File: src/rtl/f_d_reg.sv
// Fetch-to-decode pipeline register: captures F-stage instruction/PC, honours
// stall and flush, and presents flop-driven D-stage fields plus a stall counter.
module f_d_reg #(
  parameter logic [31:0] PC_RESET = 32'h0000_3000
) (
  input  logic        clk,
  input  logic        reset_n,
  input  logic        en,
  input  logic        flush,
  input  logic [31:0] F_instr,
  input  logic [31:0] F_pc,
  output logic [31:0] D_instr,
  output logic [31:0] D_pc,
  output logic [31:0] D_pc8,
  output logic [5:0]  D_opcode,
  output logic [4:0]  D_rs,
  output logic [4:0]  D_rt,
  output logic [4:0]  D_rd,
  output logic [5:0]  D_funct,
  output logic [15:0] D_imm16,
  output logic        D_extOp,
  output logic        D_valid,
  output logic [15:0] stall_cnt
);

  typedef struct packed {
    logic [31:0] instr;
    logic [31:0] pc;
    logic [31:0] pc8;
    logic        extOp;
    logic        valid;
  } dReg_t;

  localparam dReg_t BUBBLE = '{instr: 32'h0, pc: PC_RESET, pc8: PC_RESET + 32'd8,
                               extOp: 1'b0, valid: 1'b0};

  dReg_t dReg;
  logic  fExtOp;

  // andi/ori/xori/lui (6'h0C..6'h0F) zero-extend; everything else sign-extends.
  assign fExtOp = (F_instr[31:28] == 4'b0011) ? 1'b0 : 1'b1;

  // pc8 is registered alongside pc so the link value is flop-driven too.
  always_ff @(posedge clk) begin
    if (!reset_n) begin
      dReg      <= BUBBLE;
      stall_cnt <= 16'h0;
    end else if (flush) begin
      dReg      <= BUBBLE;
    end else if (!en) begin
      if (stall_cnt != 16'hFFFF) stall_cnt <= stall_cnt + 16'd1;
    end else begin
      dReg.instr <= F_instr;
      dReg.pc    <= F_pc;
      dReg.pc8   <= F_pc + 32'd8;
      dReg.extOp <= fExtOp;
      dReg.valid <= 1'b1;
    end
  end

  assign D_instr  = dReg.instr;
  assign D_pc     = dReg.pc;
  assign D_pc8    = dReg.pc8;
  assign D_extOp  = dReg.extOp;
  assign D_valid  = dReg.valid;
  assign D_opcode = dReg.instr[31:26];
  assign D_rs     = dReg.instr[25:21];
  assign D_rt     = dReg.instr[20:16];
  assign D_rd     = dReg.instr[15:11];
  assign D_funct  = dReg.instr[5:0];
  assign D_imm16  = dReg.instr[15:0];

endmodule

File: config.mk
export PLATFORM = sky130hd
export DESIGN_NAME = f_d_reg
export DESIGN_NICKNAME = d
export VERILOG_FILES = /design/src/rtl/f_d_reg.sv
export SDC_FILE = /design/constraint.sdc
export NUM_CORES = 1
export LEC_CHECK = 0
export ABC_CLOCK_PERIOD_IN_PS = 2600
export CAP_MARGIN = 10
export CELL_PAD_IN_SITES_DETAIL_PLACEMENT = 0
export CELL_PAD_IN_SITES_GLOBAL_PLACEMENT = 1
export CORE_MARGIN = 4
export CORE_UTILIZATION = 30
export CTS_CLUSTER_SIZE = 14
export DETAILED_ROUTE_END_ITERATION = 10
export PLACE_DENSITY = 0.82
export SLEW_MARGIN = 20
export SYNTH_ARGS = -nofsm -noshare
export SYNTH_HDL_FRONTEND = slang
export SYNTH_SLANG_ARGS = --single-unit
File: constraint.sdc
create_clock -name clk -period 2.6 [get_ports clk]
set_clock_uncertainty 0.15 [all_clocks]
set_input_delay 0.52 -clock clk [delete_from_list [all_inputs] [get_ports clk]]
set_output_delay 0.52 -clock clk [all_outputs]
set_load 0.05 [all_outputs]
# Word-level counts from Yosys, hierarchy flattened
# Cells that the tools add are included.
dict set report totals {
  word_cells 16
  output_inout_bits 157
  regBits 114
}
dict set report op_classes {
  mux 1
  n_reduce_logical 2
  n_bitwise 3
  n_addsub 2
  n_eq_ne 2
}
# op count
set ops {}
lappend ops {{$add A32 B4 Y32 const B} 1}
lappend ops {{$add A16 B1 Y16 const B} 1}
lappend ops {{$ne A16 B16 Y1 const B} 1}
lappend ops {{$eq A4 B2 Y1 const B} 1}
lappend ops {{$not A1 Y1} 3}
lappend ops {{$reduce_and A3 Y1} 1}
lappend ops {{$reduce_or A2 Y1} 1}
lappend ops {{$mux W1} 1}

# Logic depth before layout (Yosys ltp)
dict set report depth {
  depth_word 2
  ltp_mapped 7
  ltp_nobuf 6
}

# Least setup slack after synthesis
# Ideal clock, no wire load.
dict set report synth_path {
  kind {register to register}
  start {reg stall_cnt[0]}
  end {reg stall_cnt[14]}
  synth_period_minus_slack_ns 2.246
  path_slack_ns 0.354
  path_stages_with_launch 7
  setup_ns 0.070
  t_arrival_ns 2.026
  path_buffers 0
  cell_sequence {dfxtp_1 > ha_1 > and4_4 > nand2_1 > a211o_1 > or3_1 > a21boi_1}
}
dict set report synth_between {
  elab_chain_cells 2
  word_cells_on_any_way 3
}
# element line_no
set synth_rtl {}
lappend synth_rtl {{from (decl)} 23} ;# output logic [15:0] stall_cnt
lappend synth_rtl {{from (signal assigned)} 51} ;# if (stall_cnt != 16'hFFFF) stall_cnt <= stall_cnt + 16'd1;
lappend synth_rtl {{parallel branches: the longest is 2 deep, another holds $add A16 B1 Y16} --}
# Parallel ways; which one is timed is not known.
# A chain may end at the register's enable or synchronous reset.

# Worst setup path in the final report
dict set report layout_path {
  start {reg stall_cnt[8]}
  end {out stall_cnt[8]}
}
# No word-level cell between the ends.

==> flow_summary.yaml <==
placement:
  io_buffers: 224
  place_inst: 914
  place_area_mm2: 0.00721
  preCtsSetupSlack_ns: -0.0513
  gp_congestion: 0.802
  hpwl_um: 10800
global_route:
  gr-usage-met2_pct: 26.4
  grt_util_met1_pct: 18.2
  grt_pass1_vias: 4346
  grt_start_max_net_pins: 126
  grtUsageMet3_pct: 3.59
  grtUsageTotal_pct: 15.3
  grt_first_pass_wirelength_um: 22600
  antenna_found_initial: 0
  grt_busiest_layer: "met2"
  grt.overflow.total: 0
clocking:
  clockRootBuffer: "clkbuf_16"
  path_clk_slew_ns: 0.07
  cts_num_sinks: 111
  cts_resized: 0
  post_cts_buffers: 0
  cts_made_buffers: 9
  clkLatencyLatePin_ns: 0.35
  cts_tree: "done"
  cts_hold_buf: 0
  htreeDepth: 3
  clockBufferDepth: 2
timing:
  setup_viol: 0
  timing.final.crit_share_pct: 89.2
  fin_crit_ns: 2.32
  drv_slew: 0
  tns_ns: 0
  hold_viol: 0
  setup_ws_ns: 0.281
  rsz0062_at_grt: "no"
  fmax_mhz: 431
  worst_pin_slew_ns: 0.713
  slew_headroom_pct: 52.4
detailed_routing:
  drtIter0Drc: 137
  ant_nets: 0
  drt_wl_total_um: 14300
  via_count: 4203
  drc_errors: 0
  wl_per_cell_um: 15.4
  drt-vias-per-instance: 4.52
  first_pass_iters: 4
synth:
  syn-instance-count: 519
  synth_top_family_by_area: "simple AND/OR/NAND/NOR gates"
  synth-compound-area-share_pct: 6.66
  synth_top_area_share_pct: 45.2
  synth_edf_count: 0
  synth_area_mm2: 0.00492
  synth_seq_cells: 111
  yosysTopAreaCell: "dfxtp_1"
  synth.area.mux_share_pct: 13.4
  yosys-top-cells-area: "dfxtp_1 (45%), mux2i_1 (13%), buf_4 (7.2%), nor2_1 (5.9%), xor2_1 (3.7%)"
  synth_seq_area_share_pct: 45.2
  yosys.area_share.simple_pct: 18.1
  synthFlopType: "dfxtp_1"
  syn-mean-instance-area_um2: 9.48
  ys_warn_count: 0
  synthArstFlopShare_pct: 0
  synthAdderAreaFrac_pct: 0.509
  synthDistinctLibCells: 40
  synth-xor-area-share_pct: 6.77
  syn_nets: 589
job:
  cap_violations: 0
finish:
  layout_commonest_cell: "clkdlybuf4s50_1"
  nets: 779
  n_antenna_cell: 0
  final_cell_mix: "clkdlybuf4s50_1 (223), dfxtp_1 (111), nor2_1 (77)"
  synthToLayoutAreaGrowth_pct: 52.4
  nFillCells: 1568
  final_cells: 930
  drive_above_1_share_pct: 7.98
  fin_area_mm2: 0.00750
floorplan:
  dieArea_mm2: 0.0185
  ioPinCount: 225
  die_y_um: 136
  start_util_pct: 30.7
  core_region_area_mm2: 0.0160
  rows: 46
  die_w_um: 136
pwr:
  p_leak_nw: 2.85
  peakVddDrop_uv: 313
  powerDensity_mw_per_mm2: 522
hold_path:
  worstHoldPathType: "flip-flop to flip-flop"
critical_path:
  path_buf_inv: 1
  crit_start: "stall_cnt[8]"
  cp.required_ns: 1.93
  path_cells: "clkdlybuf4s50_1"
  path_max_fanout: 6
  rrSetupSlack_ns: 0.57
  path_depth: 1
  arrival_ns: 1.65
  crit_slowest_cell: "clkdlybuf4s50_1"
  cpLargestDelayFamily: "buffers and inverters"
  rr_worst_depth: 6
  critPathMaxStageDelay_ns: 0.86
  worstSetupStartpointType: "flip-flop"
  endpoint: "stall_cnt[8]"
  rr_startpoint: "stall_cnt[0]"
  path_class: "flip-flop to output port"
  crit_path_end_kind: "output port"
  r2r-end: "stall_cnt[14]"
outcome:
  status: "completed"
## cells in the mapped netlist, drive strengths merged, types with 2 or more instances
library cell	n
buf	53
and2	13
nand2	19
a21boi	2
xnor2	17
nor2	77
dfxtp	111
xor2	21
nor2b	2
clkbuf	20
a31oi	2
or3	3
nor4	5
o21ai	20
and4	5
and3	7
nor3	4
nand4	16
nand3	18
a211oi	7
a21oi	19
ha	2
mux2i	66
nand2b	2
## worst min path at each step
stage,start,endpoint,slack [ns],depth (start not counted)
detailed placement,D_valid,D_valid,0.31,2
global placement,D_valid,D_valid,0.30,2
CTS,D_valid,D_valid,0.33,2
floorplan,reset_n,stall_cnt[0],0.49,1
global route,D_pc[3],D_pc[3],0.35,2
finish,D_valid,D_valid,0.32,2
## power breakdown
group	switching, W	internal [W]	total [W]
Sequential	0.0000352	0.00175	0.00179
Clock	0.000637	0.000680	0.00132
Combinational	0.000484	0.000324	0.000809
Total	0.00116	0.00276	0.00391
## cell type report
type	instances	area, µm²	area share, %
tap	216	270	3.60
clock buffer	10	239	3.19
multi-input combinational	334	2240	29.9
clock inverter	6	43.8	0.584
sequential	111	2220	29.6
inverter	1	3.75	0.0501
timing repair buffer	252	2480	33.1
## cells by family (layout without fill, tap and decap cells)
logic type	Yosys count	after routing
AO/OA/AOI/OAI	55	55
buffers and inverters	74	269
multiplexers	66	66
adder cells (fa/ha/maj)	2	2
XOR/XNOR	38	38
AND/OR/NAND/NOR	173	173
flip-flops	111	111
## state kept, by name (all words and copies together), names as in the netlist
signal / count
D_pc8: 29
D_extOp: 1
D_instr: 32
stall_cnt: 16
D_valid: 1
D_pc: 32
## worst register-to-register path, cell delays in order, from the launching register on
cell      delay, ns
dfxtp_1        0.43
ha_1           0.24
and4_4         0.27
nand2_1        0.06
a211o_1        0.32
or3_1          0.35
a21boi_1       0.14
## metrics by stage
| stage | hold slack [ns] | utilization [%] | total power [W] |
|---|---|---|---|
| floorplan | 0.492 | - | 0.00231 |
| global placement | 0.298 | 45.1 | 0.00263 |
| detailed placement | 0.308 | 45.1 | 0.00264 |
| CTS | 0.326 | 46.9 | 0.00398 |
| global route | 0.355 | 46.9 | 0.00409 |
| finish | 0.323 | 46.9 | 0.00391 |
## layer usage
layer  wire length, µm  up-vias
met2              7190      123
met5                 0        -
li1                  -     2120
met1              5950     1939
met4               329        0
met3               851       21
(Power assumes the default switching activity.)
==> RTL edit 1, RTL diff (same flow settings) <==
Register the output `stall_cnt` once more, with the module's reset; this adds one clock of latency there. The other outputs are not delayed to match.
--- a/src/rtl/f_d_reg.sv
+++ b/src/rtl/f_d_reg.sv
@@ -36,2 +36,4 @@
 
+  logic [15:0] stall_cnt_s0;
+
   dReg_t dReg;
@@ -46,3 +48,3 @@
       dReg      <= BUBBLE;
-      stall_cnt <= 16'h0;
+      stall_cnt_s0 <= 16'h0;
     end else if (flush) begin
@@ -50,3 +52,3 @@
     end else if (!en) begin
-      if (stall_cnt != 16'hFFFF) stall_cnt <= stall_cnt + 16'd1;
+      if (stall_cnt_s0 != 16'hFFFF) stall_cnt_s0 <= stall_cnt_s0 + 16'd1;
     end else begin
@@ -72,2 +74,10 @@
 
+  always_ff @(posedge clk) begin
+    if (!reset_n) begin
+      stall_cnt <= '0;
+    end else begin
+      stall_cnt <= stall_cnt_s0;
+    end
+  end
+
 endmodule
Behaviour: not the same (a bounded check fails within 4 cycles, from zero or initial values and one cycle with reset_n low).
==> RTL edit 1 against the unedited design <==
- worst hold slack got worse by 0.0027 ns
- area after synthesis increased by 8.1%
- global-route usage about the same
- worst setup slack got worse by 0.0013 ns
- routed wire length increased by 7.2%
- final area increased by 9.8%
- power increased by 36%
- fmax about the same
- sequential cell count increased by 16
- clock power increased by 88%
- critical path type unchanged
- critical endpoint is now D_pc8[20]
- largest power group is now clock
==> RTL edit 1: results (changes against the unedited design) <==
[clock_network]
clock_latency_ns=0.41  ; +0.06 ns
numCtsBuffers=17  ; +8
htree_levels=4  ; +1
cts.clk_slew.worst_paths_ns=0.05  ; -0.02 ns
cts_setup_buffers=0  ; unchanged

[yosys]
synth_fp_nets=627  ; +6.5%
syn_inst=557  ; +7.3%
seq_area_frac_synth_pct=47.8  ; +2.6 points
synth.top_cells.by_count=dfxtp_1, nor2_1, mux2i_1, buf_4, and2_1
ys_types=34  ; -15%
synth.area.top_cells=dfxtp_1, mux2i_1, buf_4, nor2_1, and2_1

[placement]
pre_cts_ws_ns=-0.0516  ; -0.000211 ns
place_congestion=0.818  ; +2.1%
placed_cells=956  ; +4.6%
placed_area_um2=7610  ; +5.4%
dp_hpwl_um=11400  ; +6.0%

[critical_path]
reg2reg_slack_ns=0.63  ; +0.06 ns
reg2reg_from=stall_cnt_s0[0]$_SDFFE_PN0P_
slowest_delay_ns=0.89  ; +0.03 ns
r2r_cells=7  ; +1
r2r_end=stall_cnt_s0[4]$_SDFFE_PN0P_
crit_path_max_fanout=2  ; -4
crit_start=D_pc8[20]$_SDFFE_PP0P_
path_delay_family=buffers and inverters

[pwr]
ir_worst_vdd_mv=0.422  ; +35%
p_leak_uw=0.00317  ; +11%

[cells_and_area]
drive_above_1_share_pct=8.26  ; +0.27 points
n_antenna_cell=0  ; unchanged
nNetsFinal=820  ; +5.3%

[timing]
relSlewSlack_pct=60.0  ; +7.6 points
worst_hold_slack_ns=0.321  ; -0.00274 ns

[global_routing]
grt_max_degree=71  ; -44%
grt_pass1_wl_um=23800  ; +5.6%
antenna_found_initial=1  ; +1
grt_usage_pct=15.3  ; -0.019 points
grt_pass1_vias=4354  ; +0.18%

[status]
outcome=complete, no violations

[route]
num_vias=4463  ; +6.2%
initialDrtViolationCount=142  ; +3.6%
viasPerCell=4.52  ; about the same
wl_um=15400  ; +7.2%

-- RTL edit 1: how the worst max path moves through the flow --
stage,endpoint,slack (ns)
after CTS,D_pc8[20],0.25
final,D_pc8[20],0.28
after global placement,D_pc8[23]$_SDFFE_PP0P_,-0.006
after detailed placement,D_pc8[29]$_SDFFE_PP0P_,-0.05
after global routing,D_pc8[20],0.21
after floorplan,stall_cnt_s0[13]$_SDFFE_PN0P_,0.68
-- RTL edit 1: where the power goes --
part,total [uW],internal (uW),switching [uW],leakage [uW]
combinational,799,318,481,0.00184
sequential,2040,2000,36.4,0.00103
clock,2480,1590,884,0.000301
-- RTL edit 1: logic make-up (layout without fill, tap and decap cells) --
logic type               Yosys count  after routing  synth area share (%)
buffers and inverters             77            283                  8.78
multiplexers                      66             66                  12.4
AND/OR/NAND/NOR                  195            195                  18.6
AO/OA/AOI/OAI                     50             50                  5.34
XOR/XNOR                          40             40                  6.59
flip-flops                       127            127                  47.8
adder cells (fa/ha/maj)            2              2                 0.471
-- RTL edit 1: routing by layer --
layer	track usage, %	share of wire (%)	vias up
li1	-	-	2243
met1	18.2	42	2029
met2	24.4	46	169
met3	7.23	10	20
met4	4.79	1.7	2
met5	0	0.072	-
-- RTL edit 1: area by class of cell --
type / instances / area (um^2)
inverter: 2 / 7.51
fill: 1690 / 9130
sequential: 127 / 2540
clock inverter: 11 / 154
tap: 225 / 282
timing repair buffer: 249 / 2460
multi-input combinational: 353 / 2320
clock buffer: 21 / 470
==> RTL edit 2, RTL diff (same settings) <==
Without the edit above. `PC_RESET`: 32'h0000_3000 -> 32'h00001800.
--- a/src/rtl/f_d_reg.sv
+++ b/src/rtl/f_d_reg.sv
@@ -3,3 +3,3 @@
 module f_d_reg #(
-  parameter logic [31:0] PC_RESET = 32'h0000_3000
+  parameter logic [31:0] PC_RESET = 32'h00001800
 ) (
Check against the original RTL: not equivalent (a bounded check fails within 4 cycles, from zero or initial values and one cycle with reset_n low).
==> RTL edit 2 against the unedited design <==
- final area is 1.2% higher
- sequential share of layout area is 0.35 points lower
- synthesized cell count is 4.4% higher
- area after synthesis is 0.25% higher
- sequential cell count stayed put
- worst setup slack worse by 0.18 ns
- sequential power hardly changed
- routed wire length is 1.3% higher
- power is 0.99% higher
- critical path type is now in2reg
- critical endpoint is now D_pc8[29]$_SDFFE_PP0P_
- largest cell class unchanged
- highest routed layer unchanged
==> RTL edit 2: results (changes against the unedited design) <==
[status]
outcome=complete, no violations

[global_routing]
grt_pass1_vias=4448  ; +2.3%
grt_usage_pct=14.9  ; -0.37 points
grt_pass1_wl_um=22400  ; -0.67%
grt_max_degree=127  ; +0.79%
antenna_found_initial=0  ; unchanged

[critical_path]
reg2reg_from=stall_cnt[11]$_SDFFE_PN0P_
crit_arrival_ns=2.63  ; +0.98 ns
r2r_end=stall_cnt[1]$_SDFFE_PN0P_
reg2reg_slack_ns=0.23  ; -0.34 ns
r2r_cells=5  ; -1
crit_path_max_fanout=11  ; +5
cp-endpoint=D_pc8[29]$_SDFFE_PP0P_
crit_start=F_pc[3]

[timing]
tightest_slew_ns=0.948  ; +0.234 ns

[route]
initialDrtViolationCount=196  ; +43%
wl_um=14500  ; +1.3%
viasPerCell=4.73  ; +4.7%
firstDrtPassIters=4  ; unchanged
wire_per_inst_um=15.1  ; -1.9%

[yosys]
seq_area_frac_synth_pct=45.1  ; -0.11 points
synth.top_cell.area_share_pct=45.1  ; -0.11 points
ys_types=39  ; -2.5%
synth_fp_nets=612  ; +3.9%
synth.area.top_cells=dfxtp_1, mux2i_1, buf_4, nor2_1, o21ai_0
synth.top_cells.by_count=dfxtp_1, nor2_1, mux2i_1, buf_4, o21ai_0
syn_inst=542  ; +4.4%

[placement]
dp_hpwl_um=10700  ; -0.80%
placed_cells=944  ; +3.3%
place_congestion=0.777  ; -3.0%
placed_area_um2=7300  ; +1.1%

[pwr]
internal_power_uw=2790  ; +1.2%
p_leak_uw=0.00283  ; -0.67%
ir_worst_vdd_mv=0.366  ; +17%

[flow_run]
cap_violations=0  ; unchanged

[clock_network]
post_cts_resized=0  ; unchanged
clockRootBuffer=clkbuf_16

[cells_and_area]
nNetsFinal=809  ; +3.9%

==> RTL edit 2: worst min-delay path by stage <==
stage / cells past startpoint / from / to / slack, ns
after floorplan: 2 / F_pc[12] / D_pc[12]$_SDFFE_PP1P_ / 0.50
after global placement: 2 / D_valid$_SDFFE_PP0P_ / D_valid$_SDFFE_PP0P_ / 0.30
after detailed placement: 2 / D_valid$_SDFFE_PP0P_ / D_valid$_SDFFE_PP0P_ / 0.31
after CTS: 2 / D_valid$_SDFFE_PP0P_ / D_valid$_SDFFE_PP0P_ / 0.33
after global routing: 2 / D_valid$_SDFFE_PP0P_ / D_valid$_SDFFE_PP0P_ / 0.35
final: 2 / D_valid$_SDFFE_PP0P_ / D_valid$_SDFFE_PP0P_ / 0.33
==> RTL edit 2: kinds of logic (layout without fill, tap and decap cells) <==
kind of cell / count (synthesis) / after routing / synth area share (%)
buf+inv: 87 / 289 / 10.3
fa+ha+maj: 2 / 2 / 0.507
simple gates: 172 / 172 / 17.3
xor+xnor: 13 / 13 / 2.31
compound gates: 92 / 92 / 11.4
flops: 111 / 111 / 45.1
mux: 65 / 65 / 13.2
==> RTL edit 2: layout make-up <==
type                       count  area (um^2)
sequential                   111         2220
tap                          216          270
multi-input combinational    344         2210
inverter                       9         33.8
clock inverter                 5         37.5
clock buffer                  11          253
timing repair buffer         264         2560
fill                        1556         8410
==> RTL edit 2: power groups by stage <==
stage / Combinational, uW / Clock (uW) / Sequential [uW]
6_report: 814 / 1350 / 1790
5_1_grt: 861 / 1490 / 1800
4_1_cts: 820 / 1410 / 1790
3_5_place_dp: 818 / 0 / 1830
3_3_place_gp: 807 / 0 / 1830
2_1_floorplan: 301 / 0 / 2010
==> RTL edit 2: metrics by stage <==
stage | total power [uW] | setup slack (ns) | utilization (%)
finish | 3950 | 0.0988 | 47.4
global route | 4150 | 0.0414 | 47.4
CTS | 4020 | 0.106 | 47.4
detailed placement | 2650 | -0.264 | 45.6
global placement | 2630 | -0.242 | 45.6
floorplan | 2310 | 0.185 | -
==> RTL edit 2: worst max-delay path, stage by stage <==
cell,delay (ns)
clkdlybuf4s50_1,0.51
ha_1,0.19
nand3_1,0.11
or4_1,0.44
buf_4,0.19
or4_1,0.49
a31oi_1,0.16
==> RTL edit 2: per-layer routing <==
layer	track usage (%)	vias up	share of wire, %
met5	0	-	0
met4	3.36	0	0.94
met3	5.85	9	8.9
met2	26.3	150	50
met1	17.1	2114	40
li1	-	2270	-
